## config.mk

```make
export PLATFORM = sky130hd
export DESIGN_NAME = cordic_rot_iter_flat
export DESIGN_NICKNAME = d
export VERILOG_FILES = /design/src/rtl/cordic_rot_iter_pkg.sv /design/src/rtl/cordic_rot_iter_if.sv /design/src/rtl/cordic_micro_rot.sv /design/src/rtl/cordic_rot_iter.sv /design/src/flat_wrapper.sv
export SDC_FILE = /design/constraint.sdc
export NUM_CORES = 1
export LEC_CHECK = 0
export BUFFER_PORTS_ARGS = -buffer_cell sky130_fd_sc_hd__buf_4
export CORE_ASPECT_RATIO = 0.7
export CORE_UTILIZATION = 45
export CTS_CLUSTER_DIAMETER = 50
export CTS_CLUSTER_SIZE = 28
export DETAILED_ROUTE_END_ITERATION = 10
export GPL_ROUTABILITY_DRIVEN = 0
export PLACE_DENSITY = 0.63
export SYNTH_ARGS = -nofsm -noshare
export SYNTH_HDL_FRONTEND = slang
export SYNTH_SLANG_ARGS = --single-unit
```

## constraint.sdc

```tcl
create_clock -name ap_clk -period 4.68 [get_ports ap_clk]
set_input_delay 0.468 -clock ap_clk [delete_from_list [all_inputs] [get_ports ap_clk]]
set_output_delay 0.468 -clock ap_clk [all_outputs]
set_load 0.01 [all_outputs]
```

## src/rtl/cordic_rot_iter_pkg.sv

```systemverilog
// cordic_pkg: shared widths, atan table, state encoding and saturation for the CORDIC engine
package cordic_pkg;
  localparam int DATA_W = 12;
  localparam int INT_W = 14;
  localparam int ANG_W = 12;
  localparam int NUM_ITER = 11;
  localparam int ANG_LIM = 1608;
  localparam int K_GAIN = 1244;
  localparam int SAT_MAX = 2 ** (DATA_W - 1) - 1;
  localparam int SAT_MIN = -(2 ** (DATA_W - 1));
  localparam logic signed [ANG_W:0] ATAN_LUT [0:10] = '{
    13'sd804, 13'sd475, 13'sd251, 13'sd127, 13'sd64, 13'sd32,
    13'sd16, 13'sd8, 13'sd4, 13'sd2, 13'sd1
  };
  typedef enum logic [1:0] {S_IDLE, S_ITER, S_DONE} state_t;
  function automatic logic signed [DATA_W-1:0] saturate(input logic signed [INT_W-1:0] v);
    return int'(v) > SAT_MAX ? DATA_W'(SAT_MAX) : int'(v) < SAT_MIN ? DATA_W'(SAT_MIN) : DATA_W'(v);
  endfunction
endpackage

```

## src/rtl/cordic_rot_iter_if.sv

```systemverilog
// cordic_rot_iter_if: block handshake plus operand/result bus of the CORDIC rotation engine
interface cordic_rot_iter_if import cordic_pkg::*; #(
  parameter int DW = DATA_W,
  parameter int AW = ANG_W
);
  logic ap_start;
  logic ap_ready;
  logic ap_idle;
  logic ap_done;
  logic signed [AW-1:0] theta;
  logic signed [DW-1:0] x0;
  logic signed [DW-1:0] y0;
  logic signed [DW-1:0] x_out;
  logic signed [DW-1:0] y_out;
  modport master (
    output ap_start, theta, x0, y0,
    input ap_ready, ap_idle, ap_done, x_out, y_out
  );
  modport slave (
    input ap_start, theta, x0, y0,
    output ap_ready, ap_idle, ap_done, x_out, y_out
  );
endinterface

```

## src/rtl/cordic_micro_rot.sv

```systemverilog
// cordic_micro_rot: one combinational rotation-mode CORDIC step driven by the sign of z
module cordic_micro_rot import cordic_pkg::*; #(
  parameter int W = INT_W,
  parameter int ZW = ANG_W + 1
) (
  input  logic signed [W-1:0]  i_x,
  input  logic signed [W-1:0]  i_y,
  input  logic signed [ZW-1:0] i_z,
  input  logic signed [ZW-1:0] i_atan,
  input  logic [3:0]           i_sh,
  output logic signed [W-1:0]  o_x,
  output logic signed [W-1:0]  o_y,
  output logic signed [ZW-1:0] o_z
);
  logic signed [W-1:0] w_xs;
  logic signed [W-1:0] w_ys;
  logic w_neg;
  assign w_xs = i_x >>> i_sh;
  assign w_ys = i_y >>> i_sh;
  assign w_neg = i_z[ZW-1];
  always_comb begin
    o_x = w_neg ? i_x + w_ys : i_x - w_ys;
    o_y = w_neg ? i_y - w_xs : i_y + w_xs;
    o_z = w_neg ? i_z + i_atan : i_z - i_atan;
  end
endmodule

```

## src/rtl/cordic_rot_iter.sv

```systemverilog
// cordic_rot_iter: iterative rotation-mode CORDIC, one micro-rotation per clock, unscaled output
module cordic_rot_iter #(
  parameter int NUM_ITER = cordic_pkg::NUM_ITER,
  parameter int DATA_W = cordic_pkg::DATA_W,
  parameter int INT_W = cordic_pkg::INT_W,
  parameter int ANG_W = cordic_pkg::ANG_W
) (
  input logic ap_clk,
  input logic ap_rst,
  cordic_rot_iter_if.slave io_bus
);
  import cordic_pkg::*;
  localparam int Z_W = ANG_W + 1;
  state_t r_state;
  logic [3:0] r_i;
  logic signed [INT_W-1:0] r_x;
  logic signed [INT_W-1:0] r_y;
  logic signed [Z_W-1:0] r_z;
  logic signed [DATA_W-1:0] r_x_out;
  logic signed [DATA_W-1:0] r_y_out;
  logic r_done;
  logic signed [INT_W-1:0] w_x;
  logic signed [INT_W-1:0] w_y;
  logic signed [Z_W-1:0] w_z;
  logic signed [Z_W-1:0] w_z_load;
  int w_theta;
  assign w_theta = int'(io_bus.theta);
  assign w_z_load = w_theta > ANG_LIM ? Z_W'(ANG_LIM) : w_theta < -ANG_LIM ? Z_W'(-ANG_LIM) : Z_W'(w_theta);
  cordic_micro_rot #(.W(INT_W), .ZW(Z_W)) u_rot (
    .i_x(r_x),
    .i_y(r_y),
    .i_z(r_z),
    .i_atan(ATAN_LUT[r_i]),
    .i_sh(r_i),
    .o_x(w_x),
    .o_y(w_y),
    .o_z(w_z)
  );
  assign io_bus.ap_ready = (r_state == S_IDLE) & io_bus.ap_start;
  assign io_bus.ap_idle = (r_state == S_IDLE) & ~io_bus.ap_start;
  assign io_bus.ap_done = r_done;
  assign io_bus.x_out = r_x_out;
  assign io_bus.y_out = r_y_out;
  always_ff @(posedge ap_clk) begin
    if (ap_rst) begin
      r_state <= S_IDLE;
      r_i <= '0;
      r_x <= '0;
      r_y <= '0;
      r_z <= '0;
      r_x_out <= '0;
      r_y_out <= '0;
      r_done <= 1'b0;
    end else begin
      r_done <= 1'b0;
      case (r_state)
        S_IDLE: if (io_bus.ap_start) begin
          r_x <= INT_W'(io_bus.x0);
          r_y <= INT_W'(io_bus.y0);
          r_z <= w_z_load;
          r_i <= '0;
          r_state <= S_ITER;
        end
        S_ITER: begin
          r_x <= w_x;
          r_y <= w_y;
          r_z <= w_z;
          r_i <= r_i + 4'd1;
          if (r_i == 4'(NUM_ITER - 1)) begin
            r_x_out <= saturate(w_x);
            r_y_out <= saturate(w_y);
            r_done <= 1'b1;
            r_state <= S_DONE;
          end
        end
        S_DONE: r_state <= S_IDLE;
        default: r_state <= S_IDLE;
      endcase
    end
  end
endmodule

```

## src/flat_wrapper.sv

```systemverilog
// flat-port wrapper written by rule: the top's interface ports become plain ports
module cordic_rot_iter_flat import cordic_pkg::*;
#(
  parameter int NUM_ITER = cordic_pkg::NUM_ITER,
  parameter int DATA_W = cordic_pkg::DATA_W,
  parameter int INT_W = cordic_pkg::INT_W,
  parameter int ANG_W = cordic_pkg::ANG_W
)
  (ap_clk, ap_rst, io_bus_ap_start, io_bus_theta, io_bus_x0, io_bus_y0, io_bus_ap_ready, io_bus_ap_idle, io_bus_ap_done, io_bus_x_out, io_bus_y_out);
  cordic_rot_iter_if io_bus_i ();
  input logic ap_clk;
  input logic ap_rst;
  input wire logic [$bits(io_bus_i.ap_start)-1:0] io_bus_ap_start;
  input wire logic [$bits(io_bus_i.theta)-1:0] io_bus_theta;
  input wire logic [$bits(io_bus_i.x0)-1:0] io_bus_x0;
  input wire logic [$bits(io_bus_i.y0)-1:0] io_bus_y0;
  output wire logic [$bits(io_bus_i.ap_ready)-1:0] io_bus_ap_ready;
  output wire logic [$bits(io_bus_i.ap_idle)-1:0] io_bus_ap_idle;
  output wire logic [$bits(io_bus_i.ap_done)-1:0] io_bus_ap_done;
  output wire logic [$bits(io_bus_i.x_out)-1:0] io_bus_x_out;
  output wire logic [$bits(io_bus_i.y_out)-1:0] io_bus_y_out;
  assign io_bus_i.ap_start = io_bus_ap_start;
  assign io_bus_i.theta = io_bus_theta;
  assign io_bus_i.x0 = io_bus_x0;
  assign io_bus_i.y0 = io_bus_y0;
  assign io_bus_ap_ready = io_bus_i.ap_ready;
  assign io_bus_ap_idle = io_bus_i.ap_idle;
  assign io_bus_ap_done = io_bus_i.ap_done;
  assign io_bus_x_out = io_bus_i.x_out;
  assign io_bus_y_out = io_bus_i.y_out;
  cordic_rot_iter #(.NUM_ITER(NUM_ITER), .DATA_W(DATA_W), .INT_W(INT_W), .ANG_W(ANG_W)) u_core (.ap_clk(ap_clk), .ap_rst(ap_rst), .io_bus(io_bus_i));
endmodule
```

==> results.toml, run 1 <==
[logic_synthesis]
synth_enable_flop_cells = 0
synth_common_cells = "117 x nor2_1, 84 x a21oi_1, 78 x nand2_1, 72 x dfxtp_1, 48 x ha_1"
synth_area_leaders = "dfxtp_1 20%, ha_1 8.2%, mux4_2 7.4%, nor2_1 6.0%, a21oi_1 5.7%"
syn_area_per_cell_sq_um = 7.85
synth_most_common_cell = "nor2_1"
synth.distinct_cells = 74
synth_warnings = 0
synth_top_area_frac = 0.197
synthCells = 932
async_flop_share = 0
synth_nets = 1022
yosysSeqAreaShare = 0.197
synth_area_leader_cell = "dfxtp_1"
ys.flop_type = "dfxtp_1"
ys_ff_latch = 72
syn-cell-area_sq_um = 7320

[place]
pre_cts_ws_ns = -0.411
placed_area_sq_um = 9030
hpwl_um = 18400
io_buffers = 65

[grt]
grt_usage = 0.306
grt_max_degree = 73
grt_pass1_vias = 7369
grt_pass1_wl_um = 39800
met1_usage = 0.453
grt_busiest_layer = "met1"
met3_usage = 0.0747
antenna_found_initial = 0
gr-usage-met2 = 0.436
grt-ovfl-total = 0

[floorplanning]
die_y_um = 109
die_area_sq_um = 16800
core_sq_um = 15700
fp.dieW_um = 154
start_util = 0.466
row_count = 38
io_pins = 66

[power]
powerDensity_nw_per_um2 = 618
p_switching_mw = 2.82
pwr-share-seq = 0.129
clkPwrFrac = 0.110
p_sw_frac = 0.456
combPwrFrac = 0.761
p_int_mw = 3.36
power_leakage_nw = 4.26
vdd_drop_max_uv = 453

[cts]
htree_levels = 3
clk_pin_slew_ns = 0.07
cts_sinks = 72
clockBufferDepth = 2
clock_latency_ns = 0.36
hold_buffers = 0
cts_tree = "built"
cts_root_buffer = "clkbuf_16"
cts_inserted_buffers = 9

[sta]
tightest_slew_ns = 1.24
hold_viol = 0
slew_violations = 0
skew_ns = 0.0101
relSlewSlack = 0.176
layout_setup_ws_ns = -0.169
fmax_ghz = 0.206
period_minus_slack_ns = 4.85
finalSetupViolCount = 22
period_share = 1.04
rsz0062_at_grt = "true"
setup_tns_ns = -1.99

[detailed_routing]
vias_per_cell = 6.07
drc_errors = 0
drt_iter0_markers = 699
wl_per_cell_um = 19.6
vias = 8112
first_pass_iters = 5
antenna_left = 0
routed_wl_um = 26100

[setup_path]
critical_path.top_delay_family = "compound AO/OA/AOI/OAI gates"
reg2reg_slack_ns = -0.17
worstPathRequired_ns = 4.93
arrival_ns = 5.10
slowest_stage = "mux4_2"
crit_chain = "buf_12 > mux4_2 > mux4_2 > nor3_2 > and2_1 > and3_4 > nand3b_1 > o31ai_2 > xor2_1 > ha_1 > nand2b_1 > nor3_2 > a21oi_1 > o211ai_1 > a211o_1 > buf_6 > a221o_1 > and2_4 > a31o_2"
endpoint_kind = "flop"
start_kind = "flop"
timing_worst_setup_path_type = "reg -> reg"
cp.buffers_inverters = 2
critPathMaxStageDelay_ns = 0.51
crit_fanout = 8

[min_path]
min_path_type = "in -> reg"

[finish]
drive_above_1_share = 0.343
n_antenna_cell = 0
syn2layout_area_growth_pct = 36.9
nets = 1221
fin_area_sq_um = 10000

[run_status]
status = "finished, violations left"
failed_checks = "negative setup slack"

[job]
drv_cap = 0
state kept, by name (all words and copies together), names as in the netlist:
name / count
u_core.io_bus.ap_done: 1
u_core.io_bus.x_out: 12
u_core.io_bus.y_out: 12
u_core.r_i: 4
u_core.r_state: 2
u_core.r_x: 14
u_core.r_y: 14
u_core.r_z: 13
per-layer routing:
metal,wire (um),up-vias
met2,10800,412
met1,12100,3831
met4,488,0
li1,-,3830
met5,0,-
met3,2800,39
worst min-delay path: cells and delay by family:
kind,cells,cell delay [ns]
AO/OA/AOI/OAI,1,0.06
buffers and inverters,1,0.08
AND/OR/NAND/NOR,1,0.07
power groups by stage:
stage / Combinational [mW] / Sequential [mW] / Clock (mW)
final: 4.71 / 0.796 / 0.683
after global routing: 5.07 / 0.802 / 0.714
after CTS: 4.06 / 0.788 / 0.688
after detailed placement: 3.83 / 0.800 / 0
after global placement: 3.81 / 0.801 / 0
after floorplan: 2.46 / 0.777 / 0
cell usage in the layout, fill, tap and decap left out, drive strengths merged, types with 14 or more instances in the layout:
master / synthesis / final
inv: 30 / 32
a31oi: 17 / 17
buf: 24 / 249
o21ai: 42 / 42
nand2b: 14 / 14
dfxtp: 72 / 72
a21oi: 85 / 85
mux2i: 18 / 18
mux4: 27 / 27
nor2: 117 / 117
a211oi: 30 / 30
nor3: 20 / 20
ha: 48 / 48
xor2: 23 / 23
o21a: 14 / 14
nand3: 26 / 26
nand2: 78 / 78
a22oi: 17 / 17
xnor2: 40 / 40
worst paths after layout:
path | end | start | cells after the start
worst max-delay path | u_core.io_bus.y_out[0] | u_core.r_i[0] | 19
worst min-delay path | u_core.r_y[0] | io_bus_y0[0] | 3
worst max register to register | u_core.io_bus.y_out[0] | u_core.r_i[0] | 19
worst min register to register | u_core.io_bus.y_out[11] | u_core.io_bus.y_out[11] | 2
final cells by class:
| type | count | area, sq um |
|---|---|---|
| fillers | 1365 | 5670 |
| clock buffers | 9 | 225 |
| repair buffers | 251 | 2050 |
| well taps | 200 | 250 |
| clock inverters | 7 | 56.3 |
| multi-input cells | 766 | 5870 |
| flip-flops and latches | 72 | 1450 |
| inverters | 31 | 116 |
through the flow:
step | power [mW] | hold WS (ns) | instances | util
floorplan | 3.23 | 0.462 | 932 | -
global placement | 4.61 | 0.486 | 1289 | 0.576
detailed placement | 4.63 | 0.492 | 1289 | 0.576
CTS | 5.54 | 0.354 | 1314 | 0.607
global route | 6.59 | 0.366 | 1336 | 0.639
finish | 6.19 | 0.357 | 1336 | 0.639
what timing repair did:
action                     in CTS  in global routing
buffers inserted                8                 19
setup endpoints to repair      24                 27
pin swaps                       5                 27
cloned                          1                  3
hold endpoints to repair        0                  0
gates resized for setup        24                 73
cells by family after synthesis:
kind of cell / synth area share
buffers and inverters: 0.0545
and+or+nand+nor: 0.194
AOI/OAI and AO/OA: 0.268
DFF: 0.197
muxes: 0.120
adders and majority gates: 0.0903
xor gates and xnor gates: 0.0764
No activity file was read; power rests on OpenSTA's default activity.
==> run 2: changes to the inputs <==
SYNTH_HIERARCHICAL = 1   (was default)
==> run 2 against run 1 <==
  * The flow now finishes without violations
  * Total power fell by 36%
  * Largest power group unchanged
  * Worst setup slack gained 0.19 ns
  * Area after synthesis is 6.4% lower
  * Routed wire length fell by 14%
  * Critical endpoint is now u_core/io_bus.x_out[5]
  * Worst hold slack worse by 0.018 ns
  * Highest routed layer unchanged
==> results.toml, run 2 <==
[floorplanning]
io_pins = 66
start_util = 0.464
die_area_sq_um = 15700
core_sq_um = 14800
die_y_um = 105
row_count = 37
fp.dieW_um = 149

[power]
vdd_drop_max_uv = 278
power_leakage_nw = 3.65
powerDensity_nw_per_um2 = 456
total_power_mw = 3.95

[setup_path]
arrival_ns = 4.93
startpoint = "u_core/r_i[0]"
crit_fanout = 6
start_kind = "flop"
rr_startpoint = "u_core/r_i[0]"
timing_worst_setup_path_type = "reg -> reg"
endpoint_kind = "flop"
worstPathRequired_ns = 4.95

[detailed_routing]
wl_per_cell_um = 18.7
antenna_left = 0
first_pass_iters = 5
drc_errors = 0
vias_per_cell = 5.93
routed_wl_um = 22500
vias = 7117
drt_iter0_markers = 696

[sta]
tightest_slew_ns = 0.819
rsz0062_at_grt = "true"
finalSetupViolCount = 0
skew_ns = 0.00978
timing.hold.ws_ns = 0.339
period_minus_slack_ns = 4.66
setup_tns_ns = 0
period_share = 0.997
fmax_ghz = 0.214
hold_viol = 0
slew_violations = 0
relSlewSlack = 0.454

[min_path]
hp-start = "io_bus_theta[2]"
min_path_type = "in -> reg"

[place]
hpwl_um = 16500
io_buffers = 65
dp_cells = 1164

[cts]
cts_sinks = 72
clockBufferDepth = 2
clock_latency_ns = 0.35
hold_buffers = 0
htree_levels = 3
cts_root_buffer = "clkbuf_16"
clk_pin_slew_ns = 0.06
cts_inserted_buffers = 9
cts_tree = "built"

[finish]
instances_no_fill = 1201
final_cell_mix = "161 x buf_4, 114 x nand2_1, 95 x nor2_1"
fillers = 1334
syn2layout_area_growth_pct = 26.5
final_common_cell = "buf_4"
n_antenna_cell = 0
regArea_sq_um = 1450
nets = 1092
top_regs = "u_core/r_x: 14 flops, u_core/r_y: 14 flops, u_core/r_z: 13 flops"
multi_input_area_sq_um = 5260
drive_above_1_share = 0.271

[logic_synthesis]
synth_area_leaders = "dfxtp_1 21%, ha_1 9.0%, mux4_2 7.2%, a21oi_1 6.4%, nand2_1 6.2%"
yosysSeqAreaShare = 0.210
syn-cell-area_sq_um = 6850
synth_warnings = 6
synth_area_leader_cell = "dfxtp_1"
synth_common_cells = "114 x nand2_1, 100 x nor2_1, 88 x a21oi_1, 72 x dfxtp_1, 49 x ha_1"
ys.flop_type = "dfxtp_1"
synth.distinct_cells = 70
synth_top_area_frac = 0.210
synth_enable_flop_cells = 0
ys_ff_latch = 72
async_flop_share = 0
syn_area_per_cell_sq_um = 7.83
synth_most_common_cell = "nand2_1"
synthCells = 875

[grt]
grt_usage = 0.286
met3_usage = 0.0779
grt_busiest_layer = "met1"
gr-usage-met2 = 0.347
grt-ovfl-total = 0
grt_max_degree = 78
met1_usage = 0.477
antenna_found_initial = 0
grt_pass1_vias = 6170
grt_pass1_wl_um = 34700

[job]
drv_cap = 0

[run_status]
status = "completed"
run 2: kinds of logic (layout without fill, tap and decap cells):
| kind of cell | Yosys count | count (layout) | share of synthesized area |
|---|---|---|---|
| compound gates | 249 | 249 | 0.239 |
| xor+xnor | 72 | 72 | 0.0921 |
| fa+ha+maj | 52 | 52 | 0.0983 |
| buf+inv | 80 | 208 | 0.0517 |
| flops | 72 | 72 | 0.210 |
| mux | 39 | 39 | 0.103 |
| other cells | 1 | 4 | 0.000548 |
| simple gates | 310 | 310 | 0.205 |
run 2: area by class of cell:
type | instances | share of cell area
multi-input cells | 726 | 0.607
flip-flops and latches | 72 | 0.167
repair buffers | 168 | 0.154
well taps | 195 | 0.0282
clock buffers | 9 | 0.0260
inverters | 24 | 0.0104
clock inverters | 7 | 0.00708
run 2: metal layers:
layer	vias to the layer above	routed length [um]
li1	3437	-
met1	3324	11500
met2	342	8140
met3	14	2630
met4	0	206
met5	-	0
run 2: through the flow:
| stage | util | setup WS (ns) | cell area, sq um |
|---|---|---|---|
| after floorplan | - | 0.127 | 6860 |
| after global routing | 0.586 | -0.150 | 8660 |
| after global placement | 0.540 | -0.103 | 7970 |
| after detailed placement | 0.540 | -0.155 | 7970 |
| final | 0.586 | 0.0161 | 8660 |
| after CTS | 0.566 | 0.0177 | 8360 |
run 2: final timing paths:
kind         slack (ns)  cells after the start                     end
max                0.02                     19  u_core/io_bus.x_out[5]
min                0.34                      2           u_core/r_z[2]
max reg2reg        0.02                     19  u_core/io_bus.x_out[5]
min reg2reg        0.45                      2  u_core/io_bus.y_out[6]
run 2: worst max-delay path, cell delays in order, from the launching register on:
cell,delay (ns)
dfxtp_4,0.40
buf_6,0.14
mux4_2,0.52
mux4_2,0.52
a311oi_4,0.34
and4_1,0.28
and2b_2,0.18
a21oi_2,0.06
xnor2_1,0.14
ha_1,0.37
or2_4,0.27
a21oi_2,0.13
a31oi_2,0.06
a21o_1,0.19
a21oi_2,0.18
xnor2_2,0.12
a211oi_2,0.27
buf_2,0.20
o21ai_0,0.09
a21oi_1,0.15
run 2: timing repair:
| action | 4_1_cts | 5_1_grt |
|---|---|---|
| buffers inserted | 2 | 15 |
| pin swaps | 6 | 39 |
| endpoints found under the setup margin | 22 | 26 |
| cloned | 2 | 2 |
| gates resized for setup | 16 | 50 |
| hold endpoints to repair | 0 | 0 |
run 2: report_power, final:
group / total, mW / switching [mW] / internal (mW)
clock network: 0.686 / 0.315 / 0.371
logic: 2.51 / 1.42 / 1.09
registers: 0.750 / 0.0796 / 0.670
total: 3.95 / 1.81 / 2.13
